$ cat config.mk
export PLATFORM = sky130hd
export DESIGN_NAME = m_pcpi_initiator_flat
export DESIGN_NICKNAME = d
export VERILOG_FILES = /design/src/rtl/m_pcpi_initiator_pkg.sv /design/src/rtl/m_pcpi_initiator_if.sv /design/src/rtl/m_pcpi_initiator_watchdog.sv /design/src/rtl/m_pcpi_initiator.sv /design/src/flat_wrapper.sv
export SDC_FILE = /design/constraint.sdc
export NUM_CORES = 1
export LEC_CHECK = 0
export CORE_MARGIN = 4
export CORE_UTILIZATION = 68
export DETAILED_ROUTE_END_ITERATION = 12
export DONT_BUFFER_PORTS = 1
export PLACE_DENSITY = 0.84
export SYNTH_ARGS = -nofsm -noshare
export SYNTH_HDL_FRONTEND = slang
export SYNTH_HIERARCHICAL = 1
export SYNTH_SLANG_ARGS = --single-unit
export TNS_END_PERCENT = 1
$ cat constraint.sdc
create_clock -name clk -period 4.8 [get_ports clk]
set_input_delay 0.96 -clock clk [delete_from_list [all_inputs] [get_ports clk]]
set_output_delay 0.96 -clock clk [all_outputs]
set_load 0.03 [all_outputs]
$ cat src/rtl/m_pcpi_initiator_pkg.sv
// Shared types for the PCPI initiator: FSM states, default timeout and the response record.
// Latency/backpressure: none (declarations only).
package m_pcpi_pkg;

  typedef enum logic [1:0] {
    IDLE,
    ISSUE,
    RESP
  } state_t;

  localparam int TIMEOUT_CYCLES_DEF = 16;
  localparam int LAT_W_MAX          = 32;

  // cycles is sized for the widest supported latency counter; narrower builds zero-extend.
  typedef struct packed {
    logic                 wr;
    logic [31:0]          rd;
    logic                 illegal;
    logic [LAT_W_MAX-1:0] cycles;
  } resp_t;

endpackage

$ cat src/rtl/m_pcpi_initiator_if.sv
// Request, PCPI and response signals of the initiator; master is the initiator's view.
// Latency/backpressure: none (wiring only).
interface m_pcpi_initiator_if #(
  parameter int LAT_W = 16
);
  logic             req_valid;
  logic             req_ready;
  logic [31:0]      req_instr;
  logic [31:0]      req_rs1;
  logic [31:0]      req_rs2;
  logic             pcpi_valid;
  logic [31:0]      pcpi_insn;
  logic [31:0]      pcpi_rs1;
  logic [31:0]      pcpi_rs2;
  logic             pcpi_wr;
  logic [31:0]      pcpi_rd;
  logic             pcpi_busy;
  logic             pcpi_ready;
  logic             resp_valid;
  logic             resp_ready;
  logic             resp_wr;
  logic [31:0]      resp_rd;
  logic             resp_illegal;
  logic [LAT_W-1:0] resp_cycles;

  modport master (
    input  req_valid, req_instr, req_rs1, req_rs2,
    output req_ready,
    output pcpi_valid, pcpi_insn, pcpi_rs1, pcpi_rs2,
    input  pcpi_wr, pcpi_rd, pcpi_busy, pcpi_ready,
    output resp_valid, resp_wr, resp_rd, resp_illegal, resp_cycles,
    input  resp_ready
  );

  modport slave (
    output req_valid, req_instr, req_rs1, req_rs2,
    input  req_ready,
    input  pcpi_valid, pcpi_insn, pcpi_rs1, pcpi_rs2,
    output pcpi_wr, pcpi_rd, pcpi_busy, pcpi_ready,
    input  resp_valid, resp_wr, resp_rd, resp_illegal, resp_cycles,
    output resp_ready
  );
endinterface

$ cat src/rtl/m_pcpi_initiator_watchdog.sv
// Unclaimed-instruction timeout and saturating ISSUE latency counter; timeout/cycles are combinational
// views of the current ISSUE cycle. No backpressure: start clears, active advances.
module m_pcpi_watchdog #(
  parameter int TIMEOUT_CYCLES = 16,
  parameter int LAT_W          = 16
) (
  input  logic             clk,
  input  logic             resetn,
  input  logic             start,
  input  logic             active,
  input  logic             busy,
  input  logic             ready,
  output logic             timeout,
  output logic [LAT_W-1:0] cycles
);
  localparam logic [7:0] TO_LIM = 8'(TIMEOUT_CYCLES);

  logic [7:0]       tcnt;
  logic             claimed;
  logic [LAT_W-1:0] lat;
  logic [LAT_W-1:0] lat_inc;

  always_comb begin
    lat_inc = (&lat) ? lat : lat + LAT_W'(1);
    cycles  = active ? lat_inc : lat;
    // A claimed instruction never times out; ready in the same cycle takes priority.
    timeout = active && !ready && !busy && !claimed && ((tcnt + 8'd1) == TO_LIM);
  end

  always_ff @(posedge clk or negedge resetn) begin
    if (!resetn) begin
      tcnt    <= '0;
      claimed <= 1'b0;
      lat     <= '0;
    end else if (start) begin
      tcnt    <= '0;
      claimed <= 1'b0;
      lat     <= '0;
    end else if (active) begin
      lat <= lat_inc;
      if (!ready) begin
        if (busy) begin
          claimed <= 1'b1;
          tcnt    <= '0;
        end else if (!claimed) begin
          tcnt <= tcnt + 8'd1;
        end
      end
    end
  end
endmodule

$ cat src/rtl/m_pcpi_initiator.sv
// Core-side PCPI initiator: accept -> pcpi_valid 1 cycle, pcpi_ready/timeout -> resp_valid 1 cycle.
// One transaction in flight; resp_valid holds until resp_ready, req_ready returns one cycle later.
module m_pcpi_initiator
  import m_pcpi_pkg::*;
#(
  parameter int TIMEOUT_CYCLES = TIMEOUT_CYCLES_DEF,
  parameter int LAT_W          = 16
) (
  input  logic               clk,
  input  logic               resetn,
  m_pcpi_initiator_if.master bus
);
  state_t               state;
  resp_t                resp_q;
  logic                 accept;
  logic                 wd_timeout;
  logic [LAT_W-1:0]     wd_cycles;
  logic [LAT_W_MAX-1:0] cyc_ext;
  logic                 unused_cyc_hi;

  assign accept = (state == IDLE) && bus.req_valid && bus.req_ready;

  m_pcpi_watchdog #(
    .TIMEOUT_CYCLES(TIMEOUT_CYCLES),
    .LAT_W         (LAT_W)
  ) u_watchdog (
    .clk    (clk),
    .resetn (resetn),
    .start  (accept),
    .active (state == ISSUE),
    .busy   (bus.pcpi_busy),
    .ready  (bus.pcpi_ready),
    .timeout(wd_timeout),
    .cycles (wd_cycles)
  );

  always_comb begin
    cyc_ext              = '0;
    cyc_ext[LAT_W-1:0]   = wd_cycles;
  end

  always_ff @(posedge clk or negedge resetn) begin
    if (!resetn) begin
      state          <= IDLE;
      bus.req_ready  <= 1'b0;
      bus.pcpi_valid <= 1'b0;
      bus.pcpi_insn  <= '0;
      bus.pcpi_rs1   <= '0;
      bus.pcpi_rs2   <= '0;
      bus.resp_valid <= 1'b0;
      resp_q         <= '0;
    end else begin
      case (state)
        IDLE: begin
          if (accept) begin
            bus.pcpi_insn  <= bus.req_instr;
            bus.pcpi_rs1   <= bus.req_rs1;
            bus.pcpi_rs2   <= bus.req_rs2;
            bus.pcpi_valid <= 1'b1;
            bus.req_ready  <= 1'b0;
            state          <= ISSUE;
          end else begin
            bus.req_ready  <= 1'b1;
          end
        end
        ISSUE: begin
          if (bus.pcpi_ready) begin
            resp_q         <= '{wr: bus.pcpi_wr, rd: bus.pcpi_rd, illegal: 1'b0, cycles: cyc_ext};
            bus.pcpi_valid <= 1'b0;
            bus.resp_valid <= 1'b1;
            state          <= RESP;
          end else if (wd_timeout) begin
            resp_q         <= '{wr: 1'b0, rd: 32'd0, illegal: 1'b1, cycles: cyc_ext};
            bus.pcpi_valid <= 1'b0;
            bus.resp_valid <= 1'b1;
            state          <= RESP;
          end
        end
        RESP: begin
          // Late ready/busy from the responder is deliberately ignored here.
          if (bus.resp_ready) begin
            bus.resp_valid <= 1'b0;
            bus.req_ready  <= 1'b1;
            state          <= IDLE;
          end
        end
        default: state <= IDLE;
      endcase
    end
  end

  assign bus.resp_wr      = resp_q.wr;
  assign bus.resp_rd      = resp_q.rd;
  assign bus.resp_illegal = resp_q.illegal;
  assign bus.resp_cycles  = resp_q.cycles[LAT_W-1:0];
  assign unused_cyc_hi    = ^resp_q.cycles;
endmodule

$ cat src/flat_wrapper.sv
// flat-port wrapper written by rule: the top's interface ports become plain ports
module m_pcpi_initiator_flat import m_pcpi_pkg::*;
#(
  parameter int TIMEOUT_CYCLES = TIMEOUT_CYCLES_DEF,
  parameter int LAT_W          = 16
)
  (clk, resetn, bus_req_valid, bus_req_instr, bus_req_rs1, bus_req_rs2, bus_req_ready, bus_pcpi_valid, bus_pcpi_insn, bus_pcpi_rs1, bus_pcpi_rs2, bus_pcpi_wr, bus_pcpi_rd, bus_pcpi_busy, bus_pcpi_ready, bus_resp_valid, bus_resp_wr, bus_resp_rd, bus_resp_illegal, bus_resp_cycles, bus_resp_ready);
  m_pcpi_initiator_if #(.LAT_W(LAT_W)) bus_i ();
  input  logic clk;
  input  logic resetn;
  input wire logic [$bits(bus_i.req_valid)-1:0] bus_req_valid;
  input wire logic [$bits(bus_i.req_instr)-1:0] bus_req_instr;
  input wire logic [$bits(bus_i.req_rs1)-1:0] bus_req_rs1;
  input wire logic [$bits(bus_i.req_rs2)-1:0] bus_req_rs2;
  output wire logic [$bits(bus_i.req_ready)-1:0] bus_req_ready;
  output wire logic [$bits(bus_i.pcpi_valid)-1:0] bus_pcpi_valid;
  output wire logic [$bits(bus_i.pcpi_insn)-1:0] bus_pcpi_insn;
  output wire logic [$bits(bus_i.pcpi_rs1)-1:0] bus_pcpi_rs1;
  output wire logic [$bits(bus_i.pcpi_rs2)-1:0] bus_pcpi_rs2;
  input wire logic [$bits(bus_i.pcpi_wr)-1:0] bus_pcpi_wr;
  input wire logic [$bits(bus_i.pcpi_rd)-1:0] bus_pcpi_rd;
  input wire logic [$bits(bus_i.pcpi_busy)-1:0] bus_pcpi_busy;
  input wire logic [$bits(bus_i.pcpi_ready)-1:0] bus_pcpi_ready;
  output wire logic [$bits(bus_i.resp_valid)-1:0] bus_resp_valid;
  output wire logic [$bits(bus_i.resp_wr)-1:0] bus_resp_wr;
  output wire logic [$bits(bus_i.resp_rd)-1:0] bus_resp_rd;
  output wire logic [$bits(bus_i.resp_illegal)-1:0] bus_resp_illegal;
  output wire logic [$bits(bus_i.resp_cycles)-1:0] bus_resp_cycles;
  input wire logic [$bits(bus_i.resp_ready)-1:0] bus_resp_ready;
  assign bus_i.req_valid = bus_req_valid;
  assign bus_i.req_instr = bus_req_instr;
  assign bus_i.req_rs1 = bus_req_rs1;
  assign bus_i.req_rs2 = bus_req_rs2;
  assign bus_req_ready = bus_i.req_ready;
  assign bus_pcpi_valid = bus_i.pcpi_valid;
  assign bus_pcpi_insn = bus_i.pcpi_insn;
  assign bus_pcpi_rs1 = bus_i.pcpi_rs1;
  assign bus_pcpi_rs2 = bus_i.pcpi_rs2;
  assign bus_i.pcpi_wr = bus_pcpi_wr;
  assign bus_i.pcpi_rd = bus_pcpi_rd;
  assign bus_i.pcpi_busy = bus_pcpi_busy;
  assign bus_i.pcpi_ready = bus_pcpi_ready;
  assign bus_resp_valid = bus_i.resp_valid;
  assign bus_resp_wr = bus_i.resp_wr;
  assign bus_resp_rd = bus_i.resp_rd;
  assign bus_resp_illegal = bus_i.resp_illegal;
  assign bus_resp_cycles = bus_i.resp_cycles;
  assign bus_i.resp_ready = bus_resp_ready;
  m_pcpi_initiator #(.TIMEOUT_CYCLES(TIMEOUT_CYCLES), .LAT_W(LAT_W)) u_core (.clk(clk), .resetn(resetn), .bus(bus_i));
endmodule
==> summary.md <==
| Metric | Value |
|---|---|
| Measured slew at the worst slew-check pin | `1.17 ns` |
| Final worst clock skew | `0.00883 ns` |
| Weighted congestion at the end of routability-driven global placement | `0.839` |
| Source-to-sink clock delay at the later pin of the worst-skew pair | `0.52 ns` |
| Overall overflow remaining after global route | `0` |
| Average wire per cell in the routed design | `24.7 µm` |
| Total of endpoints with negative setup slack in the final report | `0` |
| Cell leakage power | `3.51 nW` |
| Overall track demand over capacity in global routing | `0.265` |
| Clk sink count | `roughly 180` |
| Fraction of final layout cells with drive strength greater than 1 | `0.321` |
| First-iteration detailed-routing DRC count | `~410` |
| Number of top-level pins | `284` |
| Die W | `112 µm` |
| Antenna violations before repair | `4` |
| Number of input and output port buffers inserted | `0` |
| Maximum Capacitance Violations | `0` |
| Overall power after layout | `0.00625 W` |
| Worst Setup Start Kind | `flip-flop` |
| Largest buffer count on any clock path | `2` |
| Post-detailed-route count of antenna-violating nets | `0` |
| Unique cell type count in the Yosys netlist | `50` |
| Count of final hold-check violations | `0` |
| CP Capture Type | `flip-flop` |
| Headroom to the max-slew limit | `0.218` |
| Post-placement setup slack | `1.91 ns` |
| EDFF count, synth | `0` |
| VDD IR max | `567 µV` |
| Final Worst Setup Slack | `2.04 ns` |
| Number of register bits inferred by synthesis | `176` |
| Clock-pin slew on the worst setup and hold paths | `0.07 ns` |
| Mean instance size in the synthesized netlist | `14.2 µm²` |
| Post-synth top flop | `dfrtp_1` |
| Starting density of the core | `0.706` |
| Final critical delay including setup and external delays | `about 2.8 ns` |
| Data arrival, critical path | `3.16 ns` |
| Path category of the worst min-delay check | `in2async` |
| DRC errors left | `0` |
| Vias in the first global route | `4444` |
| Critical path class | `reg2reg` |
| Area of the multi-input gates | `2700 µm²` |
| NumNets Final | `652` |
| # rows | `37` |
| Final Slew Violations | `0` |
| Hold-fix buffers at CTS | `0` |
| TritonCTS clock tree | `built` |
| Summed instance area of the synthesized netlist | `7350 µm²` |
| Overall die height | `112 µm` |
| Setup bufs post-CTS | `0` |
| Largest net degree at the start of global routing | `177` |
| Wire length of the first global-routing pass | `25.6 mm` |
| Synth Instances | `519` |
| Final-layout fill cell count | `between 600 and 700` |
| CTS Root Cell | `clkbuf_8` |
| Floorplan core area | `around 10000 µm²` |
| Average vias per placed instance | `around 6.4` |
| Die footprint | `between 10000 and 15000 µm²` |
| Cells resized by post-CTS repair | `0` |
| Outcome | `complete, no violations` |
| Total of warnings raised by yosys | `6` |
| Estimated wirelength of the detail-placed design | `11.7 mm` |
| Largest fanout of any net on the critical path | `11` |
| Most area-consuming cells after synthesis | `dfrtp_1 60%, mux2_2 17%, a22o_1 4.1%` |
| Final cycle utilization of the critical path | `0.575` |
| Upper clock frequency limit | `362 MHz` |
| Register cell area after layout | `approximately 4400 µm²` |
| Data required time at the worst endpoint | `around 5.2 ns` |
| Proportion of synthesized flip-flops having asynchronous set or reset | `1.00` |
| Power density over cell area | `788 nW/µm²` |
| Yosys top cell area share | `0.599` |
| Most repeated cell in the gate-level netlist after synthesis | `dfrtp_1` |
| Proportion of synthesized chip area in sequential cells | `0.599` |
| Final-layout setup total negative slack | `0 ns` |
| 1st-pass router iterations | `4` |
| Detailed-route wire length | `16.5 mm` |
| Minimum setup slack among reg-to-reg paths | `2.04 ns` |
| Commonest cells post-synth | `176 x dfrtp_1, 110 x mux2_2, 34 x a22o_1, 17 x nand2_1, 16 x o21ai_0` |
| Total number of H-tree levels | `4` |
| TritonCTS buffer count | `17` |
| Synthesized netlist net count | `657` |
| Area growth from synthesis to final layout | `7.91%` |
| Post-synthesis cell type with the largest combined area | `dfrtp_1` |
| RSZ-0062 raised after global routing | `no` |
| Vias | `4247` |
## stage by stage
| stage | util | area (µm²) | std cells | hold WS [ns] |
|---|---|---|---|---|
| after detailed placement | 0.703 | 7320 | 631 | 0.527 |
| after global placement | 0.703 | 7320 | 631 | 0.499 |
| after global routing | 0.762 | 7930 | 667 | 0.0946 |
| after CTS | 0.761 | 7920 | 663 | 0.106 |
| after floorplan | - | 7350 | 519 | 0.470 |
| final | 0.762 | 7930 | 667 | 0.135 |
## metal layers
layer | up-vias | track usage | routed length [µm] | share of wire
li1 | 1870 | - | - | -
met1 | 2127 | 0.303 | 5810 | 0.35
met2 | 219 | 0.450 | 8640 | 0.53
met3 | 31 | 0.103 | 1570 | 0.095
met4 | 0 | 0.107 | 433 | 0.026
met5 | - | 0 | 0 | 0
## power by group
part | switching, W | total [W] | internal [W]
clock network | 0.000601 | 0.00137 | 0.000774
logic | 0.000460 | 0.00113 | 0.000670
registers | 0.00167 | 0.00374 | 0.00207
## sequential cells by signal, indices dropped and copies added (netlist names)
signal                     cells
u_core/u_watchdog/tcnt         8
u_core/bus.resp_illegal        1
u_core/bus.pcpi_insn          32
u_core/u_watchdog/lat         16
u_core/bus.resp_cycles        16
u_core/bus.resp_valid          1
u_core/state                   2
u_core/bus.resp_rd            32
u_core/bus.pcpi_rs1           32
u_core/bus.resp_wr             1
u_core/bus.req_ready           1
u_core/bus.pcpi_rs2           32
u_core/bus.pcpi_valid          1
u_core/u_watchdog/claimed      1
## critical path, stage by stage (launching register included)
cell,delay (ns)
dfrtp_1,0.50
nand3_1,0.20
nor3_1,0.96
a21boi_1,0.34
mux2_2,0.38
mux2_2,0.26
## kinds of logic after synthesis
kind of cell,after synthesis,share of synthesized area
flops,176,0.599
mux,125,0.198
simple gates,91,0.0688
compound gates,82,0.0836
buf+inv,33,0.0351
xor+xnor,9,0.0107
fa+ha+maj,3,0.00511
## placed cells by master (no fill, tap or decap), types with 6 or more instances in the layout
cell       Yosys  layout
nor2_1        15      15
o21ai_0       16      16
nand3_1        6       6
mux2_2       110     110
a21oi_1       14      14
a22o_1        34      34
nand2_1       17      17
inv_1          7       7
nor2b_1        9       9
nor3_1         9       8
mux2_4        13      13
nand4_1        6       6
dfrtp_1      176     176
clkbuf_16      0      16
xor2_1         7       7
## path summary, 6_finish.rpt
check / start / endpoint / cells after the start
worst max register to register: u_core/u_watchdog/lat[11] / u_core/bus.resp_cycles[1] / 5
worst max-delay path: u_core/u_watchdog/lat[11] / u_core/bus.resp_cycles[1] / 5
worst min register to register: u_core/u_watchdog/tcnt[7] / u_core/u_watchdog/tcnt[7] / 1
min in group clk: u_core/u_watchdog/tcnt[7] / u_core/u_watchdog/tcnt[7] / 1
worst min-delay path: resetn / u_core/bus.resp_cycles[3] / 0
max in group asynchronous: resetn / u_core/bus.pcpi_rs1[10] / 0
## final cells by class
cell class                 count  share of cell area
sequential                   176               0.555
multi-input combinational    310               0.340
clock buffer                  18              0.0539
clock inverter                14              0.0218
tap                          136              0.0214
timing repair buffer           2             0.00347
inverter                       7             0.00331
antenna                        4             0.00126
Power figures use the tool's default switching activity.
